<file path="src/rtl/stream_decypher.sv">
// stream_decypher: receive-side keystream decipher with a small plaintext FIFO.
// The host loads a 16-bit key, pushes ciphertext bytes and pops plaintext.
// Command, strobe and status share the uio bus (TinyTapeout pin frame).
module stream_decypher #(
    parameter int          FIFO_DEPTH = 4,
    parameter logic [15:0] SEED_ZERO  = 16'hACE1
) (
    input  logic       clk,
    input  logic       rst_n,
    input  logic       ena,
    input  logic [7:0] ui_in,
    input  logic [7:0] uio_in,
    output logic [7:0] uo_out,
    output logic [7:0] uio_out,
    output logic [7:0] uio_oe
);

    localparam int PTR_W = $clog2(FIFO_DEPTH);

    localparam logic [1:0] CMD_CLR  = 2'b00;
    localparam logic [1:0] CMD_LOAD = 2'b01;
    localparam logic [1:0] CMD_PUSH = 2'b10;
    localparam logic [1:0] CMD_POP  = 2'b11;

    localparam logic [15:0] TAPS = 16'hB400;

    typedef enum logic [1:0] {
        KEY_LO = 2'd0,
        KEY_HI = 2'd1,
        RUN    = 2'd2
    } state_t;

    state_t         state;
    logic [15:0]    key;
    logic [15:0]    lfsr;
    logic [PTR_W:0] wr_ptr;
    logic [PTR_W:0] rd_ptr;
    logic           err;
    logic [7:0]     mem [FIFO_DEPTH];

    logic           cmd_v;
    logic [1:0]     cmd;
    logic           empty;
    logic           full;
    logic           keyed;
    logic           wr_en;
    logic [15:0]    new_key;
    logic           unused_bits;

    // One Galois step: shift right, fold the taps back in when a 1 falls out.
    function automatic logic [15:0] lfsr_step(input logic [15:0] l);
        lfsr_step = l[0] ? ((l >> 1) ^ TAPS) : (l >> 1);
    endfunction

    // Eight steps unrolled so a whole keystream byte is consumed per push.
    function automatic logic [15:0] lfsr_adv8(input logic [15:0] l);
        logic [15:0] t;
        t = l;
        for (int i = 0; i < 8; i++) begin
            t = lfsr_step(t);
        end
        lfsr_adv8 = t;
    endfunction

    assign cmd_v   = ena & uio_in[3];
    assign cmd     = uio_in[1:0];
    assign keyed   = (state == RUN);
    assign empty   = (wr_ptr == rd_ptr);
    assign full    = (wr_ptr[PTR_W] != rd_ptr[PTR_W]) &&
                     (wr_ptr[PTR_W-1:0] == rd_ptr[PTR_W-1:0]);
    assign wr_en   = cmd_v && (cmd == CMD_PUSH) && keyed && !full;
    assign new_key = {ui_in, key[7:0]};

    assign uio_out = {keyed, err, full, empty, 4'b0000};
    assign uio_oe  = 8'hF0;

    // Only the command and strobe bits of uio_in carry meaning.
    assign unused_bits = ^{uio_in[7:4], uio_in[2]};

    // Plaintext storage; contents need no reset because the pointers gate visibility.
    always_ff @(posedge clk) begin
        if (wr_en) begin
            mem[wr_ptr[PTR_W-1:0]] <= ui_in ^ lfsr[7:0];
        end
    end

    // Command FSM: key loading, keystream advance, FIFO pointers, output and error flag.
    always_ff @(posedge clk or negedge rst_n) begin
        if (!rst_n) begin
            state  <= KEY_LO;
            key    <= 16'h0000;
            lfsr   <= SEED_ZERO;
            wr_ptr <= '0;
            rd_ptr <= '0;
            err    <= 1'b0;
            uo_out <= 8'h00;
        end else if (cmd_v) begin
            case (cmd)
                CMD_CLR: begin
                    err <= 1'b0;
                end
                CMD_LOAD: begin
                    if (state == KEY_HI) begin
                        // Second key byte: reseed, flush stale plaintext, start fresh.
                        key    <= new_key;
                        lfsr   <= (new_key == 16'h0000) ? SEED_ZERO : new_key;
                        rd_ptr <= wr_ptr;
                        err    <= 1'b0;
                        state  <= RUN;
                    end else begin
                        key[7:0] <= ui_in;
                        state    <= KEY_HI;
                    end
                end
                CMD_PUSH: begin
                    if (state == RUN) begin
                        // Keystream advances even on a dropped byte to stay in sync.
                        lfsr <= lfsr_adv8(lfsr);
                        if (full) begin
                            err <= 1'b1;
                        end else begin
                            wr_ptr <= wr_ptr + 1'b1;
                        end
                    end else begin
                        err <= 1'b1;
                    end
                end
                default: begin
                    if (empty) begin
                        err <= 1'b1;
                    end else begin
                        uo_out <= mem[rd_ptr[PTR_W-1:0]];
                        rd_ptr <= rd_ptr + 1'b1;
                    end
                end
            endcase
        end
    end

endmodule

</file>
<file path="config.mk">
export PLATFORM = sky130hd
export DESIGN_NAME = stream_decypher
export DESIGN_NICKNAME = d
export VERILOG_FILES = /design/src/rtl/stream_decypher.sv
export SDC_FILE = /design/constraint.sdc
export NUM_CORES = 1
export LEC_CHECK = 0
export BUFFER_PORTS_ARGS = -buffer_cell sky130_fd_sc_hd__buf_2
export CAP_MARGIN = 20
export CORE_MARGIN = 2
export CORE_UTILIZATION = 45
export DETAILED_ROUTE_END_ITERATION = 10
export PLACE_DENSITY = 0.65
export SETUP_SLACK_MARGIN = 0.02
export SLEW_MARGIN = 20
export SYNTH_ARGS = -nofsm -noshare
export SYNTH_HDL_FRONTEND = slang
export SYNTH_SLANG_ARGS = --single-unit
</file>
<file path="constraint.sdc">
create_clock -name clk -period 2.6 [get_ports clk]
set_input_delay 0.52 -clock clk [delete_from_list [all_inputs] [get_ports clk]]
set_output_delay 0.52 -clock clk [all_outputs]
set_load 0.005 [all_outputs]
</file>
==> results by group, run 1 <==
Outcome
  – Status: finished clean

Floorplan
  – Row cnt: 33
  – Die Area: 0.00901 mm²
  – Die X: 94.9 µm
  – Initial cell density of the core: 0.457
  – I/O pins: 43
  – Die Ht: 94.9 µm
  – Core area: 0.00813 mm²

Global routing
  – Congestion Overflow GR: 0
  – First-pass GRT wire length: 10300 µm
  – Initial antenna violation count: 0
  – GRT Resource Usage Total: 0.156
  – Vias in the first global route: 2002
  – Largest net degree at the start of global routing: 33

Worst setup path
  – WP data required: 2.08 ns
  – CP delay by family, top: flip-flops
  – Type of origin of the critical path: flip-flop
  – Worst Path Arrival: 1.58 ns
  – Slowest CP cell: dfrtp_1
  – CP peak stage delay: 0.59 ns
  – CP Max Fanout: 11
  – Worst setup EP type: output pin
  – Worst reg-to-reg setup slack: 0.53 ns
  – CP Cell Sequence: xnor2_4, nand3_1, inv_1, buf_2
  – Setup CP Type: reg2out
  – R2R cell count: 3
  – R2r endpoint: mem[3][0]
  – Crit path buffers/inverters: 2
  – Reg-to-Reg Start: rd_ptr[1]

CTS
  – Worst skew pair latency: 0.34 ns
  – H-tree lvl count: 3
  – TritonCTS clock tree: built
  – Post-CTS Setup Bufs: 0
  – Clock Root Buffer: clkbuf_8
  – Buffer depth of the longest clock path: 2
  – Reg clk slew, reported paths: 0.08 ns
  – Hold Buf Count CTS: 0
  – Clk sinks: 73
  – Cts repair resizes: 0
  – CTS Buf Count: 9

Place
  – Post-DP Area: 0.00384 mm²
  – PortBufs: 25
  – HPWL Detailed: 4330 µm
  – Gpl congestion: 0.787
  – Pre-CTS setup slack: 0.449 ns

Power
  – Switching power total: 0.00144 W
  – Overall power: 0.00434 W
  – Cell-internal power: 0.00290 W
  – Logic pwr share: 0.347
  – Lkg Pwr: 1.70 nW
  – PwrDens: 1080 mW/mm²
  – Seq pwr share: 0.457
  – Switching Share: 0.333
  – Clock network power share: 0.196
  – Peak VDD IR: 0.000514 V

Route
  – Detail Route Antenna Nets: 0
  – DR pass1 iterations: 6
  – Via/cell ratio: 5.09
  – DRC viols: 0
  – DR WL/cell: 15.5 µm
  – Via count: 2042
  – DRT Wirelength: 6230 µm
  – Initial drt markers: 112

Finish
  – Share of cells above drive strength 1: 0.277
  – Nets@finish: 315
  – Final-layout fill cell count: 704
  – Ant diodes: 0
  – Final Util: 0.495
  – Area Growth Syn to Fin: 8.34%
  – Post-route cell area: 0.00403 mm²

Synthesis
  – Async SR Flop Fraction: 0.562
  – Yosys top cell area share: 0.258
  – Gate Count Post-Synth: 270
  – Number of synthesized flops with an enable pin: 32
  – Syn Area/Cell: 13.8 µm²
  – Post-synth top cells: 33 x dfrtp_1, 32 x edfxtp_1, 18 x nand2_1, 17 x xor2_1
  – Synth warn: 0
  – Synth area leaders: edfxtp_1 26%, dfrtp_1 22%, mux2_4 6.5%
  – Cell with the most instances after synthesis: dfrtp_1
  – Cell area after synthesis: 0.00372 mm²
  – Synth unique cells: 53
  – Leading area contributor after synthesis: edfxtp_1
  – Sequential area share after synthesis: 0.537
  – Post-synth top flop: dfrtp_1
  – Yosys reg bits: 73

Timing
  – Max Clk Rate: 476 MHz
  – Fin crit period: 2.10 ns
  – Unrepaired setup endpoints after global routing: no
  – Worst Skew: 0.00827 ns
  – Final hold vios: 0
  – Final worst-path cycle share: 0.809
  – Setup TNS after final layout: 0 ns
  – Setup ws final: 0.498 ns
  – Setup-failing EPs final: 0
  – Slew Limit Headroom: 0.626
  – Worst slew pin tran: 0.561 ns
  – Final Max Slew Viols: 0

Min path
  – Worst hold path class: in2async

Job
  – Max_cap viols: 0
-- worst max-delay path by stage --
stage | depth (start not counted) | slack (ns) | startpoint | to
after global routing | 3 | 0.36 | rd_ptr[1] | mem[3][2]
final | 4 | 0.50 | rd_ptr[1] | uio_out[5]
after detailed placement | 4 | 0.45 | uio_in[0] | mem[3][3]
after floorplan | 4 | 0.83 | uio_in[1] | mem[3][0]
after global placement | 4 | 0.47 | uio_in[0] | mem[3][5]
after CTS | 4 | 0.45 | rd_ptr[1] | uio_out[5]
-- power by group through the flow --
| stage | Combinational, W | Sequential (W) | Clock [W] |
|---|---|---|---|
| 2_1_floorplan | 0.00135 | 0.00186 | 0 |
| 3_3_place_gp | 0.00149 | 0.00199 | 0 |
| 3_5_place_dp | 0.00151 | 0.00201 | 0 |
| 4_1_cts | 0.00153 | 0.00198 | 0.000875 |
| 5_1_grt | 0.00170 | 0.00204 | 0.000935 |
| 6_report | 0.00151 | 0.00198 | 0.000851 |
-- state kept, by name, indices dropped and copies added (netlist names) --
register	cells
key	8
rd_ptr	3
uo_out	8
lfsr	16
err	1
wr_ptr	3
mem	32
state	2
-- placed cells by master, fill, tap and decap left out, types with 2 or more instances in the layout --
cell and instances:
nand2_1 18, nor4_1 4, dfrtp_1 33, o22ai_1 8, nor2b_1 2, and2_1 4
o21ai_0 15, clkbuf_8 9, or2b_1 2, edfxtp_1 32, clkbuf_1 2, mux2i_1 6
xor2_1 17, mux4_1 8, conb_1 12, mux2_2 3, xnor2_1 14, dfstp_2 8
buf_2 25, o21ai_1 2, clkinv_2 2, ha_1 5, a21oi_1 3, and4bb_2 2
nor2_1 5, inv_1 6, buf_4 5, mux2_4 16
-- metal layers --
layer	track usage	wire length (µm)	up-vias	part of all wire
met2	0.249	3100	43	0.50
met4	0.0411	70	0	0.011
met3	0.0567	276	10	0.044
met5	0	0	-	0
met1	0.203	2780	1003	0.45
li1	-	-	986	-
-- cells by family (layout without fill, tap and decap cells) --
| group | count (synthesis) | in the layout | synth area share |
|---|---|---|---|
| flops | 73 | 73 | 0.537 |
| fa+ha+maj | 5 | 5 | 0.0168 |
| buf+inv | 36 | 52 | 0.0622 |
| other cells | 2 | 12 | 0.00202 |
| xor+xnor | 33 | 33 | 0.0848 |
| mux | 33 | 33 | 0.146 |
| compound gates | 41 | 41 | 0.0743 |
| simple gates | 47 | 47 | 0.0767 |
-- metrics by stage --
| step | instances | hold WS [ns] |
|---|---|---|
| after floorplan | 280 | 0.224 |
| after global placement | 385 | 0.435 |
| after detailed placement | 385 | 0.441 |
| after CTS | 401 | 0.0620 |
| after global routing | 401 | 0.0568 |
| final | 401 | 0.0661 |
-- layout make-up --
type | instances | area, µm² | share of cell area
multi-input combinational | 171 | 1530 | 0.379
timing repair buffer | 30 | 163 | 0.0404
inverter | 6 | 22.5 | 0.00559
clock inverter | 5 | 56.3 | 0.0140
tap | 105 | 131 | 0.0326
sequential | 73 | 2000 | 0.495
clock buffer | 11 | 131 | 0.0326
Power figures use the tool's default switching activity.
==> run 2: changes to the inputs <==
Clock period 2.6 ns to 2 ns, I/O delays scaled along.
==> results by group, run 2 (same netlist as run 1, synthesis figures left out) <==
Route
  – DR pass1 iterations: 4
  – Initial drt markers: 137
  – DRC viols: 0
  – DR WL/cell: 15.8 µm
  – Via count: 2053
  – DRT Wirelength: 6450 µm
  – Detail Route Antenna Nets: 0
  – Via/cell ratio: 5.02

Worst setup path
  – WP data required: 1.60 ns
  – Setup CP Type: reg2out
  – R2r endpoint: mem[0][0]
  – Type of origin of the critical path: flip-flop
  – Reg-to-Reg Start: wr_ptr[2]
  – Worst reg-to-reg setup slack: 0.22 ns
  – CP Max Fanout: 4
  – Worst setup EP type: output pin
  – Worst Path Arrival: 1.44 ns
  – R2R cell count: 4

CTS
  – Hold Buf Count CTS: 0
  – H-tree lvl count: 3
  – Cts repair resizes: 0
  – Buffer depth of the longest clock path: 2
  – CTS Buf Count: 9
  – Clock Root Buffer: clkbuf_8
  – Reg clk slew, reported paths: 0.08 ns
  – Clk sinks: 73
  – Worst skew pair latency: 0.35 ns
  – TritonCTS clock tree: built
  – Post-CTS Setup Bufs: 0

Timing
  – Max Clk Rate: 543 MHz
  – Final hold vios: 0
  – Fin crit period: 1.84 ns
  – Final Max Slew Viols: 0
  – Unrepaired setup endpoints after global routing: no
  – Slew Limit Headroom: 0.634
  – Final worst-path cycle share: 0.921
  – Setup-failing EPs final: 0
  – Worst slew pin tran: 0.549 ns
  – Worst Skew: 0.0118 ns
  – Setup TNS after final layout: 0 ns

Global routing
  – GRT Resource Usage Total: 0.161
  – Largest net degree at the start of global routing: 42
  – Initial antenna violation count: 0
  – Vias in the first global route: 2055
  – First-pass GRT wire length: 10500 µm
  – Congestion Overflow GR: 0

Place
  – Gpl congestion: 0.792
  – HPWL Detailed: 4480 µm
  – PortBufs: 25

Finish
  – Final-layout fill cell count: 717
  – Most common cell after layout, fill and taps aside: dfrtp_1
  – Final Util: 0.506
  – Area Growth Syn to Fin: 10.6%
  – Max reg flops: 32
  – Commonest non-fill, non-tap cells in the layout: 33 x dfrtp_1, 32 x edfxtp_1, 25 x buf_2, 18 x nand2_1
  – Share of cells above drive strength 1: 0.303
  – Ant diodes: 0
  – Nets@finish: 323

Job
  – Max_cap viols: 0

Floorplan
  – Die Ht: 94.9 µm
  – Initial cell density of the core: 0.457
  – Row cnt: 33
  – I/O pins: 43
  – Die Area: 0.00901 mm²
  – Die X: 94.9 µm
  – Core area: 0.00813 mm²

Outcome
  – Status: finished clean

Power
  – Lkg Pwr: 1.75 nW
  – Overall power: 0.00574 W
  – Peak VDD IR: 0.00104 V
  – PwrDens: 1400 mW/mm²

Min path
  – Worst hold path class: in2async
==> run 2: cell count changes in the layout (fill, tap and decap cells not counted), sizes merged <==
cell,change
clkbuf,-1
inv,+2
buf,+8
clkinv,-1
==> run 2: cell type report <==
class,instances,area (µm²),area share
Inverter,6,22.5,0.00547
Clock buffer,10,128,0.0310
Clock inverter,6,65.1,0.0158
Tap cell,105,131,0.0319
Timing Repair Buffer,38,223,0.0541
Multi-Input combinational cell,171,1550,0.376
Sequential cell,73,2000,0.485
==> run 2: routing by layer <==
layer  track usage  wire, µm
met5             0         0
met4        0.0507        42
met3        0.0551       244
met2         0.260      3190
met1         0.203      2980
==> run 2: report_power, final <==
group / total (W) / leakage [nW] / switching [W] / internal, W
sequential: 0.00256 / 0.770 / 0.000449 / 0.00211
combinational: 0.00204 / 0.880 / 0.000919 / 0.00112
clock: 0.00114 / 0.0971 / 0.000559 / 0.000581
total: 0.00574 / 1.75 / 0.00193 / 0.00381
==> run 2: metrics by stage <==
stage / cells / setup WS, ns / hold slack [ns] / area (µm²)
2_1_floorplan: 280 / 0.321 / 0.104 / 3760
3_3_place_gp: 393 / 0.176 / 0.463 / 3900
3_5_place_dp: 393 / 0.164 / 0.470 / 3900
4_1_cts: 409 / 0.0588 / 0.124 / 4100
5_1_grt: 409 / 0.0601 / 0.149 / 4110
6_report: 409 / 0.158 / 0.106 / 4110
==> run 2: worst max-delay path by stage <==
stage	start	end	slack, ns	cells after the start
floorplan	rd_ptr[2]	mem[3][0]	0.32	3
global placement	uio_in[0]	mem[3][7]	0.18	5
detailed placement	uio_in[0]	mem[0][7]	0.16	5
CTS	wr_ptr[2]	uio_out[5]	0.06	4
global route	wr_ptr[2]	uio_out[5]	0.06	4
finish	wr_ptr[2]	uio_out[5]	0.16	4
==> run 2: worst max-delay path, stage by stage, from the launching register on <==
cell     delay (ns)
dfrtp_1        0.49
xor2_2         0.26
nand3_1        0.17
inv_1          0.08
buf_2          0.10
